## config.mk

```make
export PLATFORM = sky130hd
export DESIGN_NAME = vga_sync_ctrl
export DESIGN_NICKNAME = d
export VERILOG_FILES = /design/src/rtl/vga_sync_ctrl.sv
export SDC_FILE = /design/constraint.sdc
export NUM_CORES = 1
export LEC_CHECK = 0
export ABC_AREA = 0
export CORE_MARGIN = 5
export CORE_UTILIZATION = 50
export CTS_BUF_LIST = sky130_fd_sc_hd__clkbuf_2
export CTS_CLUSTER_DIAMETER = 40
export DETAILED_ROUTE_END_ITERATION = 16
export GPL_ROUTABILITY_DRIVEN = 0
export PLACE_DENSITY = 0.82
export SETUP_SLACK_MARGIN = 0.1
export SLEW_MARGIN = 0
export SYNTH_ARGS = -nofsm -noshare
export SYNTH_HDL_FRONTEND = slang
export SYNTH_SLANG_ARGS = --single-unit
```

## constraint.sdc

```tcl
create_clock -name CLKIN -period 2.35 [get_ports CLKIN]
set_input_delay 0.47 -clock CLKIN [delete_from_list [all_inputs] [get_ports CLKIN]]
set_output_delay 0.47 -clock CLKIN [all_outputs]
set_load 0.05 [all_outputs]
```

## src/rtl/vga_sync_ctrl.sv

```systemverilog
// -----------------------------------------------------------------------------
// vga_sync_ctrl
//
// Single-clock VGA timing controller. A free-running divider produces a
// one-CLKIN-wide pixel enable (pe) so all logic stays on CLKIN; no divided
// clock is exported. Stage 0 holds the horizontal/vertical counters and
// decodes the pixel request for the upstream source. Stage 1 registers sync,
// video-on and pixel data together so that everything reaching the connector
// is mutually aligned, one pixel period behind the counters.
//
// Ports:
//   CLKIN        system clock (100 MHz nominal)
//   ACLR         asynchronous reset, active-high
//   EN           run enable; low restarts and holds everything at reset values
//   RGB_IN       12-bit pixel for the coordinate currently on HCOUNT/VCOUNT
//   HCOUNT       stage-0 horizontal pixel index
//   VCOUNT       stage-0 line index
//   PIX_REQ      stage-0 coordinate is visible (combinational decode)
//   FRAME_START  one-CLKIN pulse after the counters wrap to (0,0)
//   HSYNC        stage-1 horizontal sync, active-low
//   VSYNC        stage-1 vertical sync, active-low
//   VIDEO_ON     stage-1 visible flag
//   RGB_OUT      stage-1 pixel, forced to zero outside the visible area
// -----------------------------------------------------------------------------
module vga_sync_ctrl #(
  parameter int CLK_DIV   = 4,
  parameter int H_VISIBLE = 640,
  parameter int H_FP      = 16,
  parameter int H_SYNC    = 96,
  parameter int H_BP      = 48,
  parameter int V_VISIBLE = 480,
  parameter int V_FP      = 10,
  parameter int V_SYNC    = 2,
  parameter int V_BP      = 33,
  parameter int CW        = 10
) (
  input  logic          CLKIN,
  input  logic          ACLR,
  input  logic          EN,
  input  logic [11:0]   RGB_IN,
  output logic [CW-1:0] HCOUNT,
  output logic [CW-1:0] VCOUNT,
  output logic          PIX_REQ,
  output logic          FRAME_START,
  output logic          HSYNC,
  output logic          VSYNC,
  output logic          VIDEO_ON,
  output logic [11:0]   RGB_OUT
);

  localparam int H_TOTAL = H_VISIBLE + H_FP + H_SYNC + H_BP;
  localparam int V_TOTAL = V_VISIBLE + V_FP + V_SYNC + V_BP;
  localparam int DW      = $clog2(CLK_DIV);

  localparam logic [DW-1:0] DIV_LAST = DW'(CLK_DIV - 1);
  localparam logic [CW-1:0] H_LAST   = CW'(H_TOTAL - 1);
  localparam logic [CW-1:0] V_LAST   = CW'(V_TOTAL - 1);
  localparam logic [CW-1:0] H_VIS    = CW'(H_VISIBLE);
  localparam logic [CW-1:0] V_VIS    = CW'(V_VISIBLE);
  localparam logic [CW-1:0] HS_START = CW'(H_VISIBLE + H_FP);
  localparam logic [CW-1:0] HS_END   = CW'(H_VISIBLE + H_FP + H_SYNC);
  localparam logic [CW-1:0] VS_START = CW'(V_VISIBLE + V_FP);
  localparam logic [CW-1:0] VS_END   = CW'(V_VISIBLE + V_FP + V_SYNC);

  // Divider and stage-0 counters
  logic [DW-1:0] div_q, div_d;
  logic [CW-1:0] h_q, h_d;
  logic [CW-1:0] v_q, v_d;

  // Stage-1 output registers
  logic          hsync_q, hsync_d;
  logic          vsync_q, vsync_d;
  logic          video_on_q, video_on_d;
  logic [11:0]   rgb_q, rgb_d;
  logic          frame_start_q, frame_start_d;

  // Stage-0 decode
  logic pe;
  logic h_last, v_last;
  logic visible;
  logic in_hsync, in_vsync;

  always_comb begin
    pe       = (div_q == DIV_LAST);
    h_last   = (h_q == H_LAST);
    v_last   = (v_q == V_LAST);
    visible  = (h_q < H_VIS) && (v_q < V_VIS);
    in_hsync = (h_q >= HS_START) && (h_q < HS_END);
    in_vsync = (v_q >= VS_START) && (v_q < VS_END);
  end

  always_comb begin
    // NOTE: every next-state value defaults to its current value first, so no
    // path through the branches below can leave a signal unassigned and infer
    // a latch.
    div_d         = div_q;
    h_d           = h_q;
    v_d           = v_q;
    hsync_d       = hsync_q;
    vsync_d       = vsync_q;
    video_on_d    = video_on_q;
    rgb_d         = rgb_q;
    frame_start_d = 1'b0;

    if (!EN) begin
      // Synchronous restart: takes priority over a pe that would fire now.
      div_d      = '0;
      h_d        = '0;
      v_d        = '0;
      hsync_d    = 1'b1;
      vsync_d    = 1'b1;
      video_on_d = 1'b0;
      rgb_d      = '0;
    end else begin
      div_d = pe ? '0 : div_q + 1'b1;
      if (pe) begin
        h_d = h_last ? '0 : h_q + 1'b1;
        if (h_last) begin
          v_d = v_last ? '0 : v_q + 1'b1;
        end
        // Stage 1 captures the decode of the coordinate being left, which
        // keeps sync, video-on and pixel data on the same pixel.
        hsync_d       = ~in_hsync;
        vsync_d       = ~in_vsync;
        video_on_d    = visible;
        rgb_d         = visible ? RGB_IN : 12'h000;
        frame_start_d = h_last & v_last;
      end
    end
  end

  // NOTE: state registers use non-blocking assignments so every flop samples
  // the pre-edge values computed above, independent of statement order.
  always_ff @(posedge CLKIN or posedge ACLR) begin
    if (ACLR) begin
      div_q         <= '0;
      h_q           <= '0;
      v_q           <= '0;
      hsync_q       <= 1'b1;
      vsync_q       <= 1'b1;
      video_on_q    <= 1'b0;
      rgb_q         <= '0;
      frame_start_q <= 1'b0;
    end else begin
      div_q         <= div_d;
      h_q           <= h_d;
      v_q           <= v_d;
      hsync_q       <= hsync_d;
      vsync_q       <= vsync_d;
      video_on_q    <= video_on_d;
      rgb_q         <= rgb_d;
      frame_start_q <= frame_start_d;
    end
  end

  assign HCOUNT      = h_q;
  assign VCOUNT      = v_q;
  assign PIX_REQ     = EN & visible;
  assign FRAME_START = frame_start_q;
  assign HSYNC       = hsync_q;
  assign VSYNC       = vsync_q;
  assign VIDEO_ON    = video_on_q;
  assign RGB_OUT     = rgb_q;

endmodule

```

# After elaboration in Yosys (flattened, before gate mapping)

Cells that the tools add are included.

RAM bits: 0
Memories: 0
Bits in registers: 38
Latch bits: 0
Output and inout port bits: 37
Bits in read-only memories: 0
Logic and storage cells: 50

$mul: 0
Bitwise gates (word level): 4
Equality and inequality tests: 5
Reductions and logical operators: 4
Div/mod/pow operators: 0
Order comparisons: 6
$add $sub $neg: 3
Shift operators: 0
Mux-type cells: 20

Operator list:

| operator                | number |
|---|---|
| $mux W10                | 7 |
| $mux W12                | 3 |
| $add A10 B1 Y10 const B | 2 |
| $eq A10 B10 Y1 const B  | 2 |
| $lt A10 B10 Y1 const B  | 2 |
| $lt A10 B9 Y1 const B   | 2 |
| $ge A10 B10 Y1 const B  | 1 |
| $ge A10 B9 Y1 const B   | 1 |
| $mux W1                 | 8 |
| $mux W2                 | 2 |
| $ne A2 B1 Y1 const B    | 2 |
| $logic_and A1 B1 Y1     | 3 |
| $add A2 B1 Y2 const B   | 1 |
| $and A1 B1 Y1           | 2 |
| $eq A2 B2 Y1 const B    | 1 |
| $not A1 Y1              | 2 |
| $reduce_and A2 Y1       | 1 |

# Logic depth before layout (Yosys ltp)

Gate-level depths: netlist of run 1.

Depth in word-level cells: 5
Mapped depth: 6
Gate-level depth less buffers: 6

# Least setup slack after synthesis of run 1

Ideal clock, no wire load.

Path type: reg2out
Start point: register v_q[5] (netlist: VCOUNT[5])
End point: output PIX_REQ
Setup slack: 0.210 ns
Arrival time: 1.670 ns
Stages on the path, launching flop included: 5
Buffers on the path: 1
Path through: dfrtp_1 > nand4_1 > nand3_1 > clkbuf_1 > inv_1

Cells in the longest elaborated chain, start to end: 3

Ends and longest elaborated chain:

| element                | RTL line | RTL |
|---|---|---|
| start, declared        | 68       | `logic [CW-1:0] v_q, v_d;` |
| start signal, assigned | 147      | `v_q <= v_d;` |
| $lt A10 B9 Y1          | 87       | `visible = (h_q < H_VIS) && (v_q < V_VIS);` |
| $logic_and A1 B1 Y1    | 87       |  |
| $and A1 B1 Y1          | 158      | `assign PIX_REQ = EN & visible;` |
| end, declared          | 43       | `output logic PIX_REQ,` |

No other way between the ends.

# Worst setup path after layout of run 1

Start point: register v_q[6] (netlist: VCOUNT[6])
End point: output VCOUNT[6]

RTL lines:

| element       | RTL line | RTL |
|---|---|---|
| end, declared | 42       | `output logic [CW-1:0] VCOUNT,` |

No word-level cell between the ends.

==> results of run 1 <==
-- worst register-to-register path, delay by kind of cell, from the launching register on --
| kind | cells | cell delay [ns] |
|---|---|---|
| simple gates | 2 | 0.41 |
| compound gates | 2 | 0.66 |
| flops | 1 | 0.49 |
| fa+ha+maj | 1 | 0.28 |
-- synth_stat cells, drive strengths merged (2+ instances only) --
cell type | n | area share (%)
nand2 | 37 | 7.2
dfrtp | 36 | 47
o21ai | 20 | 5.2
nor2 | 16 | 3.1
nand3 | 12 | 3.6
inv | 9 | 1.7
nand4 | 9 | 2.9
clkbuf | 6 | 1.2
nor3 | 6 | 2.1
xor2 | 6 | 2.7
and3 | 5 | 1.6
buf | 5 | 1.9
ha | 5 | 3.2
a31oi | 4 | 1.3
a21oi | 3 | 0.78
dfstp | 2 | 2.7
nand3b | 2 | 0.78
nor2b | 2 | 0.65
nor4b | 2 | 0.91
o31ai | 2 | 0.78
or2 | 2 | 0.78
xnor2 | 2 | 0.91
-- worst min-delay path by stage --
stage / endpoint / slack, ns / cells past startpoint / from
3_3_place_gp: div_q[0] / 0.43 / 1 / div_q[0]
6_report: VCOUNT[0] / 0.47 / 3 / ACLR
5_1_grt: div_q[0] / 0.51 / 1 / div_q[0]
3_5_place_dp: div_q[0] / 0.46 / 1 / div_q[0]
2_1_floorplan: div_q[0] / 0.41 / 1 / div_q[0]
4_1_cts: RGB_OUT[5] / 0.47 / 3 / ACLR
-- state kept, by name, indices dropped and copies added (netlist names) --
| register | count |
|---|---|
| HCOUNT | 10 |
| VSYNC | 1 |
| div_q | 2 |
| RGB_OUT | 12 |
| VIDEO_ON | 1 |
| VCOUNT | 10 |
| FRAME_START | 1 |
| HSYNC | 1 |
-- power by group through the flow --
stage               clock network, mW  logic [mW]  registers (mW)
floorplan                           0      0.0686           0.797
global placement                    0       0.255           0.711
detailed placement                  0       0.258           0.712
CTS                             0.282       0.259           0.701
global route                    0.305       0.273           0.706
finish                          0.274       0.256           0.700
-- through the flow --
stage               instance area (um2)  setup slack (ns)  util, %
floorplan                          1930             0.210        -
global placement                   2500             0.295     67.3
detailed placement                 2500             0.244     67.3
CTS                                2530             0.100     68.1
global route                       2560             0.102     68.8
finish                             2560             0.165     68.8
-- per-layer routing --
metal  track usage, %  wire length (um)  vias up
met3             4.71               296        5
met4             5.22                44        0
li1                 -                 -      839
met2             29.9              2270       58
met5                0                 0        -
met1             25.2              2070      843
-- timing repair --
item,in CTS,in global routing
resized for setup,4,11
setup endpoints to repair,4,11
cloned,0,0
-- cell type report --
class / instances / area (um2) / share of cell area (%)
multi-input combinational: 152 / 887 / 34.7
clock buffer: 5 / 25.0 / 0.978
clock inverter: 2 / 10.0 / 0.391
sequential: 38 / 953 / 37.3
timing repair buffer: 57 / 588 / 23.0
inverter: 9 / 33.8 / 1.32
tap: 48 / 60.1 / 2.35
-- cells by family (layout without fill, tap and decap cells) --
logic type	Yosys count	after routing	synth area share, %
adders and majority gates	5	5	3.24
AOI/OAI and AO/OA	37	37	11.5
DFF	38	38	49.3
muxes	1	1	0.518
buffers and inverters	20	73	4.79
xor gates and xnor gates	8	8	3.62
and+or+nand+nor	101	101	27.1
==> key figures, run 1 <==
Floorplanning
  – Core area: 0.00372 mm2
  – Initial Util: 52.0%
  – Die ar.: about 0.0052 mm2
  – Die height: 72.2 um
  – I/O pin cnt: 52
  – Row count: 22
  – Chip width: 72.2 um

Layout
  – ANT cells: 0
  – Filler cells: 307
  – Post-Layout Cell Count: 311
  – Most frequent cells in the layout: 37 x nand2_1, 36 x dfrtp_1, 35 x clkdlybuf4s50_1
  – Nets: 283
  – Most common cell after layout, fill and taps aside: nand2_1
  – Layout cells sized above 1: 8.37%
  – Area growth, synth to finish: 32.3%

Setup path
  – Critical path type: register to primary output
  – CP Max Fanout: 6
  – Worst Setup EP: VCOUNT[6]
  – Delay-heaviest family, CP: buffers and inverters
  – Crit. End Element: primary output
  – Reg-to-reg slack, setup: ~0.40 ns
  – Crit-path slowest cell: clkdlybuf4s50_1
  – Max stage delay on crit path: 0.84 ns
  – R2R cell count: 5
  – WP depth: 1
  – WP buf/inv: 1
  – Critical path startpoint category: register
  – Crit path DAT: 1.72 ns
  – CP Launch Point: VCOUNT[6]
  – RR Endpoint: VCOUNT[2]
  – Worst r2r src: HCOUNT[0]
  – Critical Path RT: 1.88 ns
  – CP Cell Sequence: clkdlybuf4s50_1

Global route
  – Grt ovf: 0
  – First-pass GRT wire length: 7730 um
  – All-layer global routing usage: 18.7%
  – Vias in the first global route: 1642
  – Initial antenna violation count: 0
  – Maximum number of pins on one net before global-route repair: 39

Clocking
  – Clock-pin slew on the worst setup and hold paths: roughly 0.19 ns
  – Root Buffer: clkbuf_2
  – Worst-case clock buffer depth: 2
  – H-Tree Level Count: 2
  – Inserted Clock Buffers: 5
  – Setup Buffers After CTS: 0
  – Cts hold-fix bufs: 0
  – CTS sink count: 38
  – Clk Latency, worst-skew pair: 0.39 ns
  – CTS tree: yes

Power
  – Leak: 1.25 nW
  – Combinational power share: 20.8%
  – Clock Power Share: 22.3%
  – Overall power: 1.23 mW
  – Switching Fraction: 32.0%
  – Share of power burned in registers: 56.9%
  – Internal cell power: around 0.84 mW
  – Net switching power: 0.393 mW
  – PD cells: 481 mW/mm2
  – VDD IR-drop max: 0.000372 V

Logic synthesis
  – Mapped Cells: 210
  – Synthesized cell area: 0.00193 mm2
  – Synth Net Count: 230
  – Post-synth top flop: dfrtp_1
  – Post-synthesis sequential area ratio: around 50%
  – Fraction of registers with async set/reset: 100%
  – Avg Cell Area, Syn: 9.21 um2
  – Netlist cell types: 46
  – EDFF count, synth: 0
  – Yosys reg bits: 38
  – Ys Warns: 0

STA
  – Worst Max-Slew Pin Slew: 0.627 ns
  – Setup Skew: 0.0216 ns
  – Tmin final: 2.19 ns
  – Final slew viol count: 0
  – Maximum achievable frequency: between 0.4 and 0.5 GHz
  – RSZ-0062 raised after global routing: no
  – Setup TNS: 0 ns
  – Relative slew margins: 57.7%
  – Final Hold Viols: 0
  – Final period utilization: 93.0%
  – Fin Hold WS: 0.466 ns
  – Final Setup Violations: 0

Placed design
  – Placed insts: 304
  – Port-buffer cells: 51
  – Dpl hpwl: 3310 um

Outcome
  – Outcome: finished, final reports clean

Drt
  – Post-route ant nets: 0
  – Initial drt markers: approximately 150
  – DR pass1 iterations: 4
  – Vias: around 1700
  – DR vias/cell: 5.61
  – Residual DRC count: 0
  – WL final: 4680 um
  – WL/cell: around 15 um

Job
  – Max Cap Violations: 0

Worst hold path
  – Worst Hold Class: primary input to asynchronous set/reset pin
Power figures use the tool's default switching activity.
==> run 2, diff against run 1 <==
- CORE_UTILIZATION: 50 -> 30
- PLACE_DENSITY: 0.82 -> unset
==> run 2 against run 1 <==
Die area grew 56%. Via count down 0.57%. Wire length up 9.3%. Core utilization down 27 points. Worst hold slack got worse by 0.023 ns. Sequential power about the same. Power is 1.8% higher. Final area increased by 2.1%. Count of clock-buffer cells in the layout up 1. Global-route usage decreased by 5.9 points. Final cell count rose by 10%. Critical path type unchanged.
==> key figures, run 2 (synthesized netlist as in run 1, its figures left out) <==
Placed design
  – Dpl hpwl: 3640 um (+10%)
  – Area after DPL: 0.00255 mm2 (+2.1%)
  – Port-buffer cells: 51 (unchanged)

STA
  – Final Hold Viols: 0 (unchanged)
  – Final period utilization: 92.9% (-0.11 points)
  – Relative slew margins: 57.1% (-0.58 points)
  – Fin Hold WS: 0.443 ns (-0.0227 ns)
  – Final Setup Violations: 0 (unchanged)
  – Final slew viol count: 0 (unchanged)
  – Worst Max-Slew Pin Slew: 0.639 ns (+0.0126 ns)
  – Maximum achievable frequency: 0.458 GHz (+0.12%)
  – Setup Skew: 0.0168 ns (-0.00479 ns)
  – Setup TNS: 0 ns (unchanged)
  – Tmin final: 2.18 ns (-0.00266 ns)
  – RSZ-0062 raised after global routing: no

Power
  – VDD IR-drop max: 0.000204 V (-45%)
  – Combinational power share: 20.7% (about the same)
  – Clock Power Share: 23.4% (+1.1 points)
  – Leak: 1.32 nW (+5.7%)
  – Switching Fraction: 32.3% (+0.34 points)
  – Net switching power: 0.405 mW (+2.9%)
  – Internal cell power: 0.848 mW (+1.3%)
  – Overall power: 1.25 mW (+1.8%)
  – Share of power burned in registers: 55.9% (-1.0 points)
  – PD cells: 480 mW/mm2 (-0.27%)

Clocking
  – H-Tree Level Count: 2 (unchanged)
  – Inserted Clock Buffers: 5 (unchanged)
  – Root Buffer: clkbuf_2
  – Setup Buffers After CTS: 0 (unchanged)
  – Clk Latency, worst-skew pair: 0.41 ns (+0.02 ns)
  – Worst-case clock buffer depth: 2 (unchanged)
  – CTS tree: yes
  – Cts hold-fix bufs: 0 (unchanged)
  – CTS sink count: 38 (unchanged)
  – Clock-pin slew on the worst setup and hold paths: 0.20 ns (about the same)

Floorplanning
  – Die ar.: 0.00815 mm2 (+56%)
  – Die height: 90.3 um (+25%)
  – Core area: 0.00631 mm2 (+70%)
  – Row count: 29 (+32%)
  – Chip width: 90.3 um (+25%)
  – Initial Util: 30.6% (-21 points)
  – I/O pin cnt: 52 (unchanged)

Layout
  – Register Area: 953 um2 (unchanged)
  – Most frequent cells in the layout: 37 x nand2_1, 36 x dfrtp_1, 30 x clkdlybuf4s50_1
  – Area of the multi-input gates: 887 um2 (unchanged)
  – Filler cells: 663 (+120%)
  – Largest register FFs: 12 (unchanged)
  – ANT cells: 0 (unchanged)
  – Area growth, synth to finish: 35.0%
  – Layout cells sized above 1: 9.02% (+0.66 points)
  – Final core occ: 41.3% (-27 points)
  – Nets: 285 (+0.71%)
  – Final instance area: 0.00261 mm2 (+2.1%)
  – Most common cell after layout, fill and taps aside: nand2_1

Setup path
  – Crit path DAT: 1.71 ns (about the same)
  – Critical path type: register to primary output
  – Critical Path RT: 1.88 ns (about the same)
  – Critical path startpoint category: register
  – CP Max Fanout: 5 (-1)
  – Delay-heaviest family, CP: buffers and inverters
  – CP Cell Sequence: clkdlybuf4s50_1
  – Crit. End Element: primary output
  – Crit-path slowest cell: clkdlybuf4s50_1
  – Max stage delay on crit path: 0.84 ns (about the same)
  – WP buf/inv: 1 (unchanged)

Drt
  – DR vias/cell: 5.06 (-9.8%)
  – Residual DRC count: 0 (unchanged)
  – M1 WL: 2260 um (+9.0%)
  – Post-route ant nets: 0 (unchanged)
  – WL final: 5120 um (+9.3%)
  – DR WL met3: 345 um (+17%)
  – DR pass1 iterations: 4 (unchanged)
  – WL/cell: 14.9 um (-0.88%)
  – Initial drt markers: 64 (-58%)
  – Vias: 1735 (-0.57%)
  – DR top layer: met4
  – WL met2: 2420 um (+6.4%)

Worst hold path
  – Worst Hold Class: register to register

Global route
  – Vias in the first global route: 1730 (+5.4%)
  – All-layer global routing usage: 12.8% (-5.9 points)
  – Initial antenna violation count: 0 (unchanged)
  – First-pass GRT wire length: 8620 um (+11%)
  – Maximum number of pins on one net before global-route repair: 39 (unchanged)
  – Grt ovf: 0 (unchanged)

Job
  – Max Cap Violations: 0 (unchanged)

Outcome
  – Outcome: finished, final reports clean
-- run 2: cell types whose count changed in the layout (fill, tap and decap cells not counted) --
cell,previous run,this run
buf_4,6,8
clkbuf_2,5,6
clkdlybuf4s50_1,35,30
clkinv_1,0,1
clkinv_2,2,1
dlygate4sd2_1,4,8
dlymetal6s2s_1,11,12
-- run 2: final timing paths --
kind	startpoint	endpoint	slack, ns	cells past startpoint
setup / recovery	VCOUNT[8]	VCOUNT[8]	0.17	1
hold / removal	div_q[0]	div_q[0]	0.44	1
setup reg to reg	VCOUNT[1]	VCOUNT[9]	0.34	6
hold reg to reg	div_q[0]	div_q[0]	0.44	1
max in group asynchronous	ACLR	HSYNC	1.53	3
min in group asynchronous	ACLR	RGB_OUT[4]	0.45	3
-- run 2: metrics by stage --
step | worst slack [ns] | cells
floorplan | 0.210 | 210
global placement | 0.393 | 335
detailed placement | 0.348 | 335
CTS | 0.102 | 343
global route | 0.116 | 343
finish | 0.168 | 343
-- run 2: layer usage --
layer | global-route usage, % | vias up
li1 | - | 837
met2 | 19.3 | 58
met1 | 17.1 | 829
met3 | 3.92 | 11
met5 | 0 | -
met4 | 4.84 | 0
-- run 2: power groups by stage --
stage | logic (mW) | registers, mW | clock network, mW
2_1_floorplan | 0.0686 | 0.797 | 0
3_3_place_gp | 0.261 | 0.712 | 0
3_5_place_dp | 0.263 | 0.713 | 0
4_1_cts | 0.264 | 0.701 | 0.306
5_1_grt | 0.279 | 0.705 | 0.329
6_report | 0.259 | 0.700 | 0.293
-- run 2: cell type report --
| cell class | instances | share of cell area, % |
|---|---|---|
| tap | 77 | 3.69 |
| multi-input combinational | 152 | 34.0 |
| inverter | 9 | 1.29 |
| timing repair buffer | 59 | 23.0 |
| clock inverter | 2 | 0.336 |
| sequential | 38 | 36.5 |
| clock buffer | 6 | 1.15 |
-- run 2: timing repair --
item	in CTS	in global routing
endpoints found under the setup margin	8	12
pin swaps	0	0
gates resized for setup	8	12
-- run 2: worst reg2reg max path: stages (launching register included) --
cell      delay, ns
dfrtp_1        0.47
inv_1          0.12
ha_1           0.18
nor4bb_1       0.32
nand4_1        0.42
a32oi_1        0.32
o41ai_1        0.09
==> run 3, diff against run 2 <==
- SETUP_SLACK_MARGIN: 0.1 -> unset
==> run 3 against run 2 <==
Wire length is 0.29% higher. Clock power hardly changed. Sequential power hardly changed. Sequential cell count did not move. Register-to-register slack worse by 0.03 ns. First-iteration DRC count grew 13%. Via count up 0.23%. Global-route usage is essentially flat. Critical path depth unchanged. Sequential share of layout area increased by 0.30 points. Clock skew grew 0.0025 ns. Critical endpoint is now VSYNC.
==> key figures, run 3 (synthesized netlist as in run 1, its figures left out) <==
Setup path
  – Crit path DAT: 1.79 ns (+0.08 ns)
  – Critical Path RT: 1.88 ns (about the same)
  – Crit. End Element: primary output
  – Critical path type: register to primary output
  – Delay-heaviest family, CP: buffers and inverters
  – Critical path startpoint category: register
  – CP Max Fanout: 2 (-3)
  – CP Cell Sequence: clkdlybuf4s50_1
  – Max stage delay on crit path: 0.80 ns (-0.04 ns)
  – WP buf/inv: 1 (unchanged)
  – Crit-path slowest cell: clkdlybuf4s50_1

Drt
  – Post-route ant nets: 0 (unchanged)
  – WL final: 5130 um (+0.29%)
  – Residual DRC count: 0 (unchanged)
  – DR vias/cell: 5.07 (+0.23%)
  – Initial drt markers: 72 (+13%)
  – WL/cell: 15.0 um (+0.29%)
  – Vias: 1739 (+0.23%)
  – DR pass1 iterations: 4 (unchanged)

Power
  – VDD IR-drop max: 0.000204 V (about the same)
  – PD cells: 485 mW/mm2 (+1.0%)
  – Overall power: 1.25 mW (+0.18%)
  – Leak: 1.11 nW (-16%)

Clocking
  – CTS sink count: 38 (unchanged)
  – Inserted Clock Buffers: 5 (unchanged)
  – Cts hold-fix bufs: 0 (unchanged)
  – CTS tree: yes
  – Clk Latency, worst-skew pair: 0.41 ns (about the same)
  – Worst-case clock buffer depth: 2 (unchanged)
  – Clock-pin slew on the worst setup and hold paths: 0.20 ns (about the same)
  – H-Tree Level Count: 2 (unchanged)
  – Root Buffer: clkbuf_2

STA
  – Final period utilization: 96.4% (+3.5 points)
  – Relative slew margins: 55.7% (-1.4 points)
  – Setup Skew: 0.0192 ns (+0.00245 ns)
  – Worst Max-Slew Pin Slew: 0.660 ns (+0.0211 ns)
  – Maximum achievable frequency: 0.442 GHz (-3.6%)
  – Setup TNS: 0 ns (unchanged)
  – Post-route setup slack: 0.0851 ns (-0.0825 ns)
  – Tmin final: 2.26 ns (+0.0825 ns)
  – Final Setup Violations: 0 (unchanged)
  – Final slew viol count: 0 (unchanged)
  – RSZ-0062 raised after global routing: no
  – Final Hold Viols: 0 (unchanged)
  – Fin Hold WS: 0.440 ns (-0.00308 ns)

Layout
  – Area growth, synth to finish: 33.9%
  – Largest register FFs: 12 (unchanged)
  – Most frequent cells in the layout: 46 x clkdlybuf4s50_1, 37 x nand2_1, 36 x dfrtp_1
  – ANT cells: 0 (unchanged)
  – Post-Layout Cell Count: 343 (unchanged)
  – Final core occ: 41.0% (-0.34 points)
  – Nets: 285 (unchanged)
  – Layout cells sized above 1: 9.02% (unchanged)
  – Final instance area: 0.00259 mm2 (-0.81%)
  – Most common cell after layout, fill and taps aside: clkdlybuf4s50_1

Floorplanning
  – Chip width: 90.3 um (unchanged)
  – Die height: 90.3 um (unchanged)
  – I/O pin cnt: 52 (unchanged)
  – Core area: 0.00631 mm2 (unchanged)
  – Initial Util: 30.6% (unchanged)
  – Die ar.: 0.00815 mm2 (unchanged)
  – Row count: 29 (unchanged)

Job
  – Max Cap Violations: 0 (unchanged)

Global route
  – All-layer global routing usage: 12.8% (-0.018 points)
  – Vias in the first global route: 1727 (-0.17%)
  – Initial antenna violation count: 0 (unchanged)
  – Grt ovf: 0 (unchanged)
  – First-pass GRT wire length: 8600 um (-0.16%)
  – Maximum number of pins on one net before global-route repair: 39 (unchanged)

Placed design
  – Port-buffer cells: 51 (unchanged)
  – Area after DPL: 0.00255 mm2 (unchanged)
  – Placed insts: 335 (unchanged)
  – Dpl hpwl: 3640 um (unchanged)
  – DP Worst Slack: 0.348 ns (unchanged)

Worst hold path
  – Worst Hold Class: primary input to asynchronous set/reset pin

Outcome
  – Outcome: finished, final reports clean
-- run 3: cell count changes in the layout (fill, tap and decap cells not counted), sizes merged --
| cell | delta |
|---|---|
| clkdlybuf4s50 | +16 |
| dlymetal6s2s | -11 |
| dlygate4sd2 | -5 |
-- run 3: final timing paths --
path	startpoint	endpoint	slack, ns	cells after the start
max	VSYNC	VSYNC	0.09	1
min	ACLR	RGB_OUT[4]	0.44	3
max reg2reg	VCOUNT[1]	VCOUNT[9]	0.31	6
min reg2reg	div_q[0]	div_q[0]	0.44	1
max in group asynchronous	ACLR	HSYNC	1.54	3
min in group CLKIN	div_q[0]	div_q[0]	0.44	1
-- run 3: area by class of cell --
class	instances	area, um2
flip-flops and latches	38	953
repair buffers	59	579
fillers	666	3720
multi-input cells	152	887
clock inverters	2	8.76
well taps	77	96.3
inverters	9	33.8
clock buffers	6	30.0
-- run 3: repair_timing --
action,4_1_cts,5_1_grt
setup buffers,0,0
setup endpoints to repair,3,1
gates resized for setup,3,1
-- run 3: power by group --
| part | total, mW | switching (mW) | internal (mW) |
|---|---|---|---|
| Clock | 0.295 | 0.222 | 0.0731 |
| Sequential | 0.700 | 0.0173 | 0.683 |
| Combinational | 0.260 | 0.167 | 0.0923 |
-- run 3: layer usage --
| layer | GRT usage [%] | up-vias | wire length, um |
|---|---|---|---|
| li1 | - | 841 | - |
| met1 | 17.1 | 821 | 2240 |
| met2 | 19.3 | 62 | 2380 |
| met3 | 3.83 | 15 | 392 |
| met4 | 4.84 | 0 | 116 |
| met5 | 0 | - | 0 |
